### src/rtl/dk_sound_pkg.sv
// Shared types and helpers for the dk_* discrete sound models.
// Pure declarations: no latency, no flow control.
package dk_sound_pkg;

    typedef logic signed [15:0] sample_t;
    typedef logic [14:0]        env_q15_t;

    localparam int       ATTACK_SHIFT  = 7;
    localparam int       RELEASE_SHIFT = 10;
    localparam env_q15_t ENV_MAX       = 15'h7fff;

    localparam logic signed [23:0] S16_MAX = 24'sd32767;
    localparam logic signed [23:0] S16_MIN = -24'sd32768;

    function automatic sample_t sat16(input logic signed [23:0] v);
        if (v > S16_MAX) return 16'sh7fff;
        if (v < S16_MIN) return 16'sh8000;
        return v[15:0];
    endfunction

    // Rounded phase increment for a 32-bit accumulator.
    function automatic logic [31:0] phase_inc(input int unsigned freq_hz,
                                              input int unsigned sample_rate);
        logic [63:0] num;
        num = ({32'd0, freq_hz} << 32) + {33'd0, sample_rate[31:1]};
        return 32'(num / {32'd0, sample_rate});
    endfunction

endpackage

### src/rtl/dk_walk_sound_if.sv
// Sample strobe, walk trigger and PCM output of the walk effect.
// Wires only: no latency, no backpressure.
interface dk_walk_sound_if;
    import dk_sound_pkg::*;

    logic    audio_clk_en;
    logic    walk_en;
    sample_t walk_out;

    modport master (output audio_clk_en, output walk_en, input  walk_out);
    modport slave  (input  audio_clk_en, input  walk_en, output walk_out);

endinterface

### src/rtl/dk_rc_envelope.sv
// RC-style attack/release integrator in Q0.15; env_nxt is the value taken on this strobe.
// Latency: state moves one step per stb; no backpressure, idle between strobes.
module dk_rc_envelope
    import dk_sound_pkg::*;
(
    input  logic     clk,
    input  logic     rst_n,
    input  logic     stb,
    input  logic     gate,
    output env_q15_t env_nxt
);

    env_q15_t env;
    env_q15_t rise;
    env_q15_t fall;

    always_comb begin
        rise = (ENV_MAX - env) >> ATTACK_SHIFT;
        fall = env >> RELEASE_SHIFT;
        // Minimum one-LSB release so the tail reaches true zero instead of parking at 1023.
        if (fall == '0 && env != '0) fall = 15'd1;
        env_nxt = gate ? env + rise : env - fall;
    end

    always_ff @(posedge clk or negedge rst_n) begin
        if (!rst_n)   env <= '0;
        else if (stb) env <= env_nxt;
    end

endmodule

### src/rtl/dk_walk_sound.sv
// Walk effect: envelope-modulated square oscillator, DC-blocked, saturated to 16-bit PCM.
// Latency 1 strobe; no backpressure, state advances only on audio_clk_en.
module dk_walk_sound
    import dk_sound_pkg::*;
#(
    parameter int unsigned CLOCK_RATE  = 120000,
    parameter int unsigned SAMPLE_RATE = 48000
) (
    input  logic           clk,
    input  logic           I_RSTn,
    dk_walk_sound_if.slave snd
);

    if (CLOCK_RATE < 2 * SAMPLE_RATE) begin : g_rate_check
        $error("dk_walk_sound: CLOCK_RATE must be at least 2*SAMPLE_RATE");
    end

    localparam logic [31:0] INC_BASE = phase_inc(400, SAMPLE_RATE);
    localparam logic [31:0] INC_SPAN = phase_inc(800, SAMPLE_RATE);

    env_q15_t           env_nxt;
    logic [46:0]        span_prod;
    logic [31:0]        inc;
    logic [31:0]        phase;
    logic [31:0]        phase_nxt;
    logic               sq;
    logic signed [16:0] half;
    logic signed [16:0] x;
    logic signed [16:0] x_prev;
    logic signed [23:0] leak;
    logic signed [23:0] y;
    logic signed [23:0] y_prev;
    sample_t            walk_q;

    dk_rc_envelope u_env (
        .clk     (clk),
        .rst_n   (I_RSTn),
        .stb     (snd.audio_clk_en),
        .gate    (snd.walk_en),
        .env_nxt (env_nxt)
    );

    // Oscillator and mixer both use the envelope value this strobe lands on.
    always_comb begin
        span_prod = {15'd0, INC_SPAN} * {32'd0, env_nxt};
        inc       = INC_BASE + 32'(span_prod >> 15);
        phase_nxt = phase + inc;
        sq        = phase_nxt[31];
        half      = {3'b000, env_nxt[14:1]};
        x         = sq ? half : -half;
        leak      = y_prev >>> 8;
        // Positive residue below 256 would never leak away; force a one-LSB step.
        if (leak == '0 && y_prev != '0) leak = 24'sd1;
        y         = 24'(x) - 24'(x_prev) + y_prev - leak;
    end

    always_ff @(posedge clk or negedge I_RSTn) begin
        if (!I_RSTn) begin
            phase  <= '0;
            x_prev <= '0;
            y_prev <= '0;
            walk_q <= '0;
        end else if (snd.audio_clk_en) begin
            phase  <= phase_nxt;
            x_prev <= x;
            y_prev <= y;
            walk_q <= sat16(y);
        end
    end

    assign snd.walk_out = walk_q;

endmodule

### src/flat_wrapper.sv
// flat-port wrapper written by rule: the top's interface ports become plain ports
module dk_walk_sound_flat import dk_sound_pkg::*;
#(
    parameter int unsigned CLOCK_RATE  = 120000,
    parameter int unsigned SAMPLE_RATE = 48000
)
  (clk, I_RSTn, snd_audio_clk_en, snd_walk_en, snd_walk_out);
  dk_walk_sound_if snd_i ();
  input  logic clk;
  input  logic I_RSTn;
  input wire logic [$bits(snd_i.audio_clk_en)-1:0] snd_audio_clk_en;
  input wire logic [$bits(snd_i.walk_en)-1:0] snd_walk_en;
  output wire logic [$bits(snd_i.walk_out)-1:0] snd_walk_out;
  assign snd_i.audio_clk_en = snd_audio_clk_en;
  assign snd_i.walk_en = snd_walk_en;
  assign snd_walk_out = snd_i.walk_out;
  dk_walk_sound #(.CLOCK_RATE(CLOCK_RATE), .SAMPLE_RATE(SAMPLE_RATE)) u_core (.clk(clk), .I_RSTn(I_RSTn), .snd(snd_i));
endmodule
### config.mk
export PLATFORM = sky130hd
export DESIGN_NAME = dk_walk_sound_flat
export DESIGN_NICKNAME = d
export VERILOG_FILES = /design/src/rtl/dk_sound_pkg.sv /design/src/rtl/dk_walk_sound_if.sv /design/src/rtl/dk_rc_envelope.sv /design/src/rtl/dk_walk_sound.sv /design/src/flat_wrapper.sv
export SDC_FILE = /design/constraint.sdc
export NUM_CORES = 1
export LEC_CHECK = 0
export ABC_CLOCK_PERIOD_IN_PS = 15970
export CAP_MARGIN = 20
export CORE_ASPECT_RATIO = 1.4
export CORE_UTILIZATION = 31
export CTS_CLUSTER_SIZE = 40
export DETAILED_ROUTE_END_ITERATION = 8
export PLACE_DENSITY_LB_ADDON = 0.2
export SYNTH_ARGS = -nofsm -noshare
export SYNTH_HDL_FRONTEND = slang
export SYNTH_SLANG_ARGS = --single-unit
export TNS_END_PERCENT = 50
### constraint.sdc
create_clock -name clk -period 15.97 [get_ports clk]
set_clock_uncertainty 0.15 [all_clocks]
set_input_delay 2.3955 -clock clk [delete_from_list [all_inputs] [get_ports clk]]
set_output_delay 2.3955 -clock clk [all_outputs]
set_load 0.02 [all_outputs]
## Word-level counts from Yosys, hierarchy flattened

Index checks and enable logic that the tools add are counted.

| storage, ports and cells | value |
|---|---|
| flip-flop bits (word level) | 104 |
| bits of input ports | 4 |
| output and inout port bits | 16 |

| cells by class | value |
|---|---|
| add/subtract/negate cells | 9 |
| $mul | 1 |
| $lt $le $gt $ge | 2 |
| mux-type cells | 13 |
| reductions and logical operators | 6 |

Operators with widths:

| cell | number |
|---|---|
| 16-bit 2-to-1 mux | 4 |
| 25-bit by 15-bit multiplier with 40-bit output (first input constant) | 1 |
| 32-bit adder | 1 |
| 26-bit by 27-bit adder with 28-bit output (first input constant) | 1 |
| 24-bit adder | 1 |
| 24-bit by 16-bit greater-than comparator with 1-bit output (second input constant) | 1 |
| 24-bit logical NOT | 1 |
| 24-bit by 16-bit less-than comparator with 1-bit output (second input constant) | 1 |
| 24-bit 2-to-1 mux | 1 |
| 24-bit nonzero test | 1 |
| 24-bit subtractor | 1 |
| 17-bit by 17-bit subtractor with 18-bit output | 1 |
| 17-bit 2-to-1 mux | 1 |
| 14-bit negation with 17-bit output | 1 |
| 15-bit by 8-bit adder with 15-bit output | 1 |
| 15-bit logical NOT | 1 |
| 15-bit 2-to-1 mux | 1 |
| 15-bit nonzero test | 1 |
| 15-bit subtractor (first input constant) | 1 |
| 15-bit by 5-bit subtractor with 15-bit output | 1 |
| 1-bit 2-to-1 mux | 5 |
| 5-bit 2-to-1 mux | 1 |
| 1-bit logical AND | 2 |

## Longest topological paths before layout

| logic depth | value |
|---|---|
| depth after elaboration | 19 |
| gate-level depth with buffers | 73 |
| mapped depth without buffers | 68 |

## Cells and area by module

A second synthesis with hierarchy kept.

| second synthesis, totals | value |
|---|---|
| cell total of the unflattened synthesis | 1290 |
| area, all modules | 11477.3 um^2 |

By module, submodules not included:

| module | instances | cells each | area an instance (um^2) |
|---|---|---|---|
| dk_walk_sound | 1 | 1111 | 9883.2 |
| dk_rc_envelope | 1 | 179 | 1594.0 |

## Least setup slack after synthesis

OpenSTA, ideal clock, no wires.

| path | value |
|---|---|
| path kind | input -> register |
| from | input port snd_walk_en |
| to | register u_core.walk_q[5] (netlist: u_core.snd.walk_out[5]) |
| setup time | 0.147 ns |
| arrival time | 17.371 ns |
| slack | -1.699 ns |
| cell stages on the path | 61 |
| buffers on the path | 3 |
| cells stage by stage | inv_1 -> mux2_2 -> ha_1 -> or4_1 -> a21oi_1 -> o31ai_1 -> a32o_1 -> o22ai_1 -> xor2_1 -> ha_1 -> fa_1 -> fa_1 -> inv_1 -> fa_1 -> inv_1 -> ha_1 -> ha_1 -> clkbuf_1 -> [... 25 more ...] -> o21ai_0 -> a21boi_0 -> o21ai_0 -> a21oi_1 -> o311ai_0 -> or4b_2 -> o311ai_0 -> fa_1 -> ha_1 -> a2111oi_0 -> a211oi_1 -> o31ai_2 -> a21oi_1 -> o211ai_1 -> nand4b_1 -> o41ai_2 -> buf_2 -> o221ai_1 |

| between the ends | value |
|---|---|
| cells in the longest elaborated chain, start to end | 14 |
| elaborated cells on any way between the ends | 19 |

Ends and longest elaborated chain:

| item | line | source |
|---|---|---|
| start, declared | flat_wrapper.sv:12 | `input wire logic [$bits(snd_i.walk_en)-1:0] snd_walk_en;` |
| 15-bit 2-to-1 mux * | dk_rc_envelope.sv:22 | `env_nxt = gate ? env + rise : env - fall;` |
| net u_core.env_nxt[14] | dk_walk_sound.sv:21 | `env_q15_t env_nxt;` |
| 25-bit by 15-bit multiplier with 40-bit output * | dk_walk_sound.sv:45 | `span_prod = {15'd0, INC_SPAN} * {32'd0, env_nxt};` |
| 26-bit by 27-bit adder with 28-bit output * | dk_walk_sound.sv:46 | `inc = INC_BASE + 32'(span_prod >> 15);` |
| 32-bit adder * | dk_walk_sound.sv:47 | `phase_nxt = phase + inc;` |
| 17-bit 2-to-1 mux * | dk_walk_sound.sv:50 | `x = sq ? half : -half;` |
| net u_core.x[1] | dk_walk_sound.sv:28 | `logic signed [16:0] x;` |
| 17-bit by 17-bit subtractor with 18-bit output * | dk_walk_sound.sv:54 | `y = 24'(x) - 24'(x_prev) + y_prev - leak;` |
| 24-bit adder * | dk_walk_sound.sv:54 |  |
| 24-bit subtractor * | dk_walk_sound.sv:54 |  |
| 24-bit by 16-bit less-than comparator with 1-bit output | dk_sound_pkg.sv:17 | `if (v < S16_MIN) return 16'sh8000;` |
| 1-bit 2-to-1 mux (2 in a row) | dk_sound_pkg.sv:17 |  |
| 1-bit 2-to-1 mux | dk_walk_sound.sv:63 | `end else if (snd.audio_clk_en) begin` |
| 16-bit 2-to-1 mux | dk_sound_pkg.sv:18 | `return v[15:0];` |
| 16-bit 2-to-1 mux * | dk_sound_pkg.sv:17 |  |
| end signal, assigned | dk_walk_sound.sv:67 | `walk_q <= sat16(y);` |
| end, declared | dk_walk_sound.sv:33 | `sample_t walk_q;` |

Mark *: on every way through the listed nets, which the timed path passes. The rest lies on a longest branch. The select of a mux whose other input is x is not followed.
A chain may end at the register's enable or synchronous reset.

## Worst setup path in the final report

| path | value |
|---|---|
| from | input port snd_walk_en |
| to | register u_core.walk_q[14] (netlist: u_core.snd.walk_out[14]) |

The elaborated chain is that of the path after synthesis.

==> results.py <==
metrics = {
    "status": {
        "outcome": "finished, violations left",
        "violations": "negative setup slack",
    },
    "timing": {
        "setup_viol": 15,
        "timing.fmax_mhz": 62.3,
        "post-route-min-period_ps": 16060,
        "max_slew_margin_pct": 35.4,
        "fin_crit_sh_pct": 101,
        "finalHoldViolCount": 0,
        "setup_slack_ps": -87.7,
        "rsz0062_at_grt": "yes",
        "worst_pin_slew_ps": 968,
        "slew_viol_final": 0,
    },
    "synthesis": {
        "mappedNetlistNets": 1575,
        "synthCells": 1367,
        "yosysWarnings": 0,
        "synth_area_um2": 12000,
        "synth_cell_types": 89,
        "synth_seq_cells": 103,
        "ys.flop_type": "dfrtp_1",
        "synth-seq-area-share_pct": 21.4,
        "async_flop_share_pct": 100,
        "synth_edf_count": 0,
        "syn_area_per_cell_um2": 8.81,
    },
    "clocking": {
        "cts_buffers": 9,
        "clk_path_buf_depth": 2,
        "cts_hold_buf": 0,
        "h-tree-depth": 3,
        "cts_sinks": 103,
        "cts_root_buf": "clkbuf_16",
        "clkTransAtPathRegs_ps": 70,
        "clk_latency_ps": 380,
        "cts_tree": "yes",
    },
    "layout": {
        "design_area_um2": 17100,
        "layout-drive-gt1-share_pct": 35.3,
        "n_antenna_cell": 0,
        "nets": 1961,
        "area_growth_pct": 41.7,
    },
    "route": {
        "wl_per_cell_um": 15.0,
        "viasPerCell": 5.00,
        "drt_iter0_drc": 355,
        "drt_first_pass_iters": 4,
        "dr_total_vias": 11400,
        "ant_nets": 0,
        "drt_wl_total_um": 34300,
        "drc": 0,
    },
    "hold_path": {
        "hp-start": "u_core.phase[30]",
        "whs_path_depth": 1,
        "min-delay-path-class": "reg -> reg",
        "holdPathEnd": "u_core.phase[30]",
    },
    "setup_path": {
        "worst_path_most_repeated_cell": "buf_4",
        "cp-end-kind": "flip-flop",
        "slowest_stage": "or4b_4",
        "reg2reg_depth": 70,
        "crit_buf_inv": 11,
        "r2r_setup_slack_ps": 160,
        "crit_family": "compound AO/OA/AOI/OAI gates",
        "worstPathMaxFanout": 8,
        "crit_path_max_incr_delay_ps": 510,
        "worstPathArrival_ps": 16150,
        "r2r-end": "u_core.snd.walk_out[14]",
        "cp-startpoint": "snd_walk_en",
        "timing.rr.start": "u_core.u_env.env[13]",
        "required_ps": 16060,
        "startpoint_type": "input pin",
        "crit_type": "in -> reg",
    },
    "die": {
        "chipHeight_um": 235,
        "die_w_um": 169,
        "die-area_um2": 39700,
        "ios": 20,
        "initial_core_util_pct": 31.4,
        "core-area_um2": 38400,
        "rows": 85,
    },
    "grt": {
        "grt_pass1_vias": 12000,
        "grt_antenna_before_repair": 0,
        "gr-total-overflow": 0,
        "gr-usage-all-layers_pct": 18.2,
        "grt_max_degree": 76,
        "grt_pass1_wl_um": 57800,
    },
    "place": {
        "place_area_um2": 15800,
        "gp_congestion": 0.869,
        "dpl.hpwl_um": 27500,
        "port_buffers": 19,
    },
    "run": {
        "cap_violations": 0,
    },
}
[state kept, by name, summed over array words and instances, names as in the netlist]
name                 count
u_core.y_prev           24
u_core.x_prev           16
u_core.snd.walk_out     16
u_core.phase            32
u_core.u_env.env        15
[worst max path at each step]
| stage | cells after the start | slack, ps | end |
|---|---|---|---|
| 2_1_floorplan | 65 | 1 | u_core.snd.walk_out[5] |
| 3_3_place_gp | 65 | -1110 | u_core.snd.walk_out[6] |
| 3_5_place_dp | 66 | -1370 | u_core.snd.walk_out[2] |
| 4_1_cts | 64 | -30 | u_core.snd.walk_out[10] |
| 5_1_grt | 65 | -680 | u_core.snd.walk_out[10] |
| 6_report | 66 | -90 | u_core.snd.walk_out[14] |
[placed cells by master (no fill, tap or decap), drive strengths merged, types with 28 or more instances in the layout]
cell type / instances
buf: 393
ha: 164
inv: 143
dfrtp: 103
nand2: 91
a21oi: 82
o21ai: 79
nor2: 78
xnor2: 69
mux2: 41
fa: 40
xor2: 38
nor3: 35
a21o: 28
[cells in the mapped netlist, types with 4 or more instances]
cell | n | share of area (%)
a311oi_1 | 4 | 0.29
nand3_1 | 27 | 1.1
nand2_1 | 91 | 2.8
fa_1 | 40 | 6.6
nor3_1 | 34 | 1.4
or3_1 | 13 | 0.68
a211oi_1 | 19 | 1.2
o21ai_1 | 6 | 0.25
a31oi_1 | 11 | 0.57
mux2i_1 | 9 | 0.75
a2111oi_0 | 5 | 0.36
nand4_1 | 11 | 0.57
nor2_1 | 78 | 2.4
dfrtp_1 | 103 | 21
nor3b_1 | 8 | 0.50
nand2b_1 | 13 | 0.68
a2111o_1 | 4 | 0.37
o21bai_1 | 15 | 0.93
and3_1 | 13 | 0.68
or2_2 | 5 | 0.26
o21a_1 | 20 | 1.2
a21oi_1 | 82 | 3.4
o31ai_1 | 9 | 0.56
o311ai_0 | 5 | 0.36
o21ai_0 | 73 | 3.0
a211o_1 | 8 | 0.58
o211ai_1 | 13 | 0.81
inv_1 | 143 | 4.5
a21o_1 | 28 | 1.7
and2_1 | 11 | 0.57
mux2_2 | 41 | 3.8
a21boi_0 | 4 | 0.25
nor2b_1 | 9 | 0.47
xor2_1 | 38 | 2.8
xnor2_1 | 68 | 4.9
clkbuf_1 | 30 | 0.93
o221ai_1 | 15 | 1.1
ha_1 | 164 | 17
nor4_1 | 14 | 0.73
[metrics by stage]
stage	setup TNS (ps)	cells	setup WS (ps)	util [%]	hold WS (ps)
final	-991	2280	-87.7	44.5	340
after global routing	-10890	2280	-682	44.5	368
after CTS	-262	2271	-27.3	43.6	336
after detailed placement	-26930	2230	-1370	41.2	321
after global placement	-20580	2230	-1110	41.2	322
after floorplan	0	1367	0.988	-	296
[layout make-up]
| cell class | instances | area (µm²) |
|---|---|---|
| multi-input cells | 1085 | 9790 |
| well taps | 522 | 653 |
| flip-flops and latches | 103 | 2580 |
| clock buffers | 10 | 239 |
| clock inverters | 6 | 67.6 |
| repair buffers | 410 | 3210 |
| fillers | 3799 | 21300 |
| inverters | 144 | 544 |
[per-layer routing]
layer  up-vias  global-route usage (%)  routed length [µm]
met5         -                       0                   0
met4         0                    6.23                 929
met3        55                    2.02                 452
met2        97                    37.7               19700
met1      5516                    18.1               13100
li1       5737                       -                   -
[what timing repair did]
action	CTS	global route
pin swaps	36	29
buffers inserted	23	9
cloned	2	0
endpoints found under the setup margin	23	22
gates resized for setup	71	55
[worst register-to-register path, delay by kind of cell (launching register included)]
kind	cells	cell delay [ps]
xor+xnor	2	320
simple gates	12	2490
flops	1	390
compound gates	29	6210
mux	2	390
buf+inv	13	1780
fa+ha+maj	12	3980
[cell families (layout without fill, tap and decap cells)]
group                      after synthesis  count (layout)  share of synthesized area (%)
AOI/OAI and AO/OA                      372             372                           21.9
buffers and inverters                  179             570                           5.61
muxes                                   50              50                           4.58
adders and majority gates              204             204                           23.7
DFF                                    103             103                           21.4
xor gates and xnor gates               107             107                           7.94
and+or+nand+nor                        352             352                           14.9
Power is not shown: default switching activity piles up to over one toggle a cycle in this logic, so the estimate is an artifact.
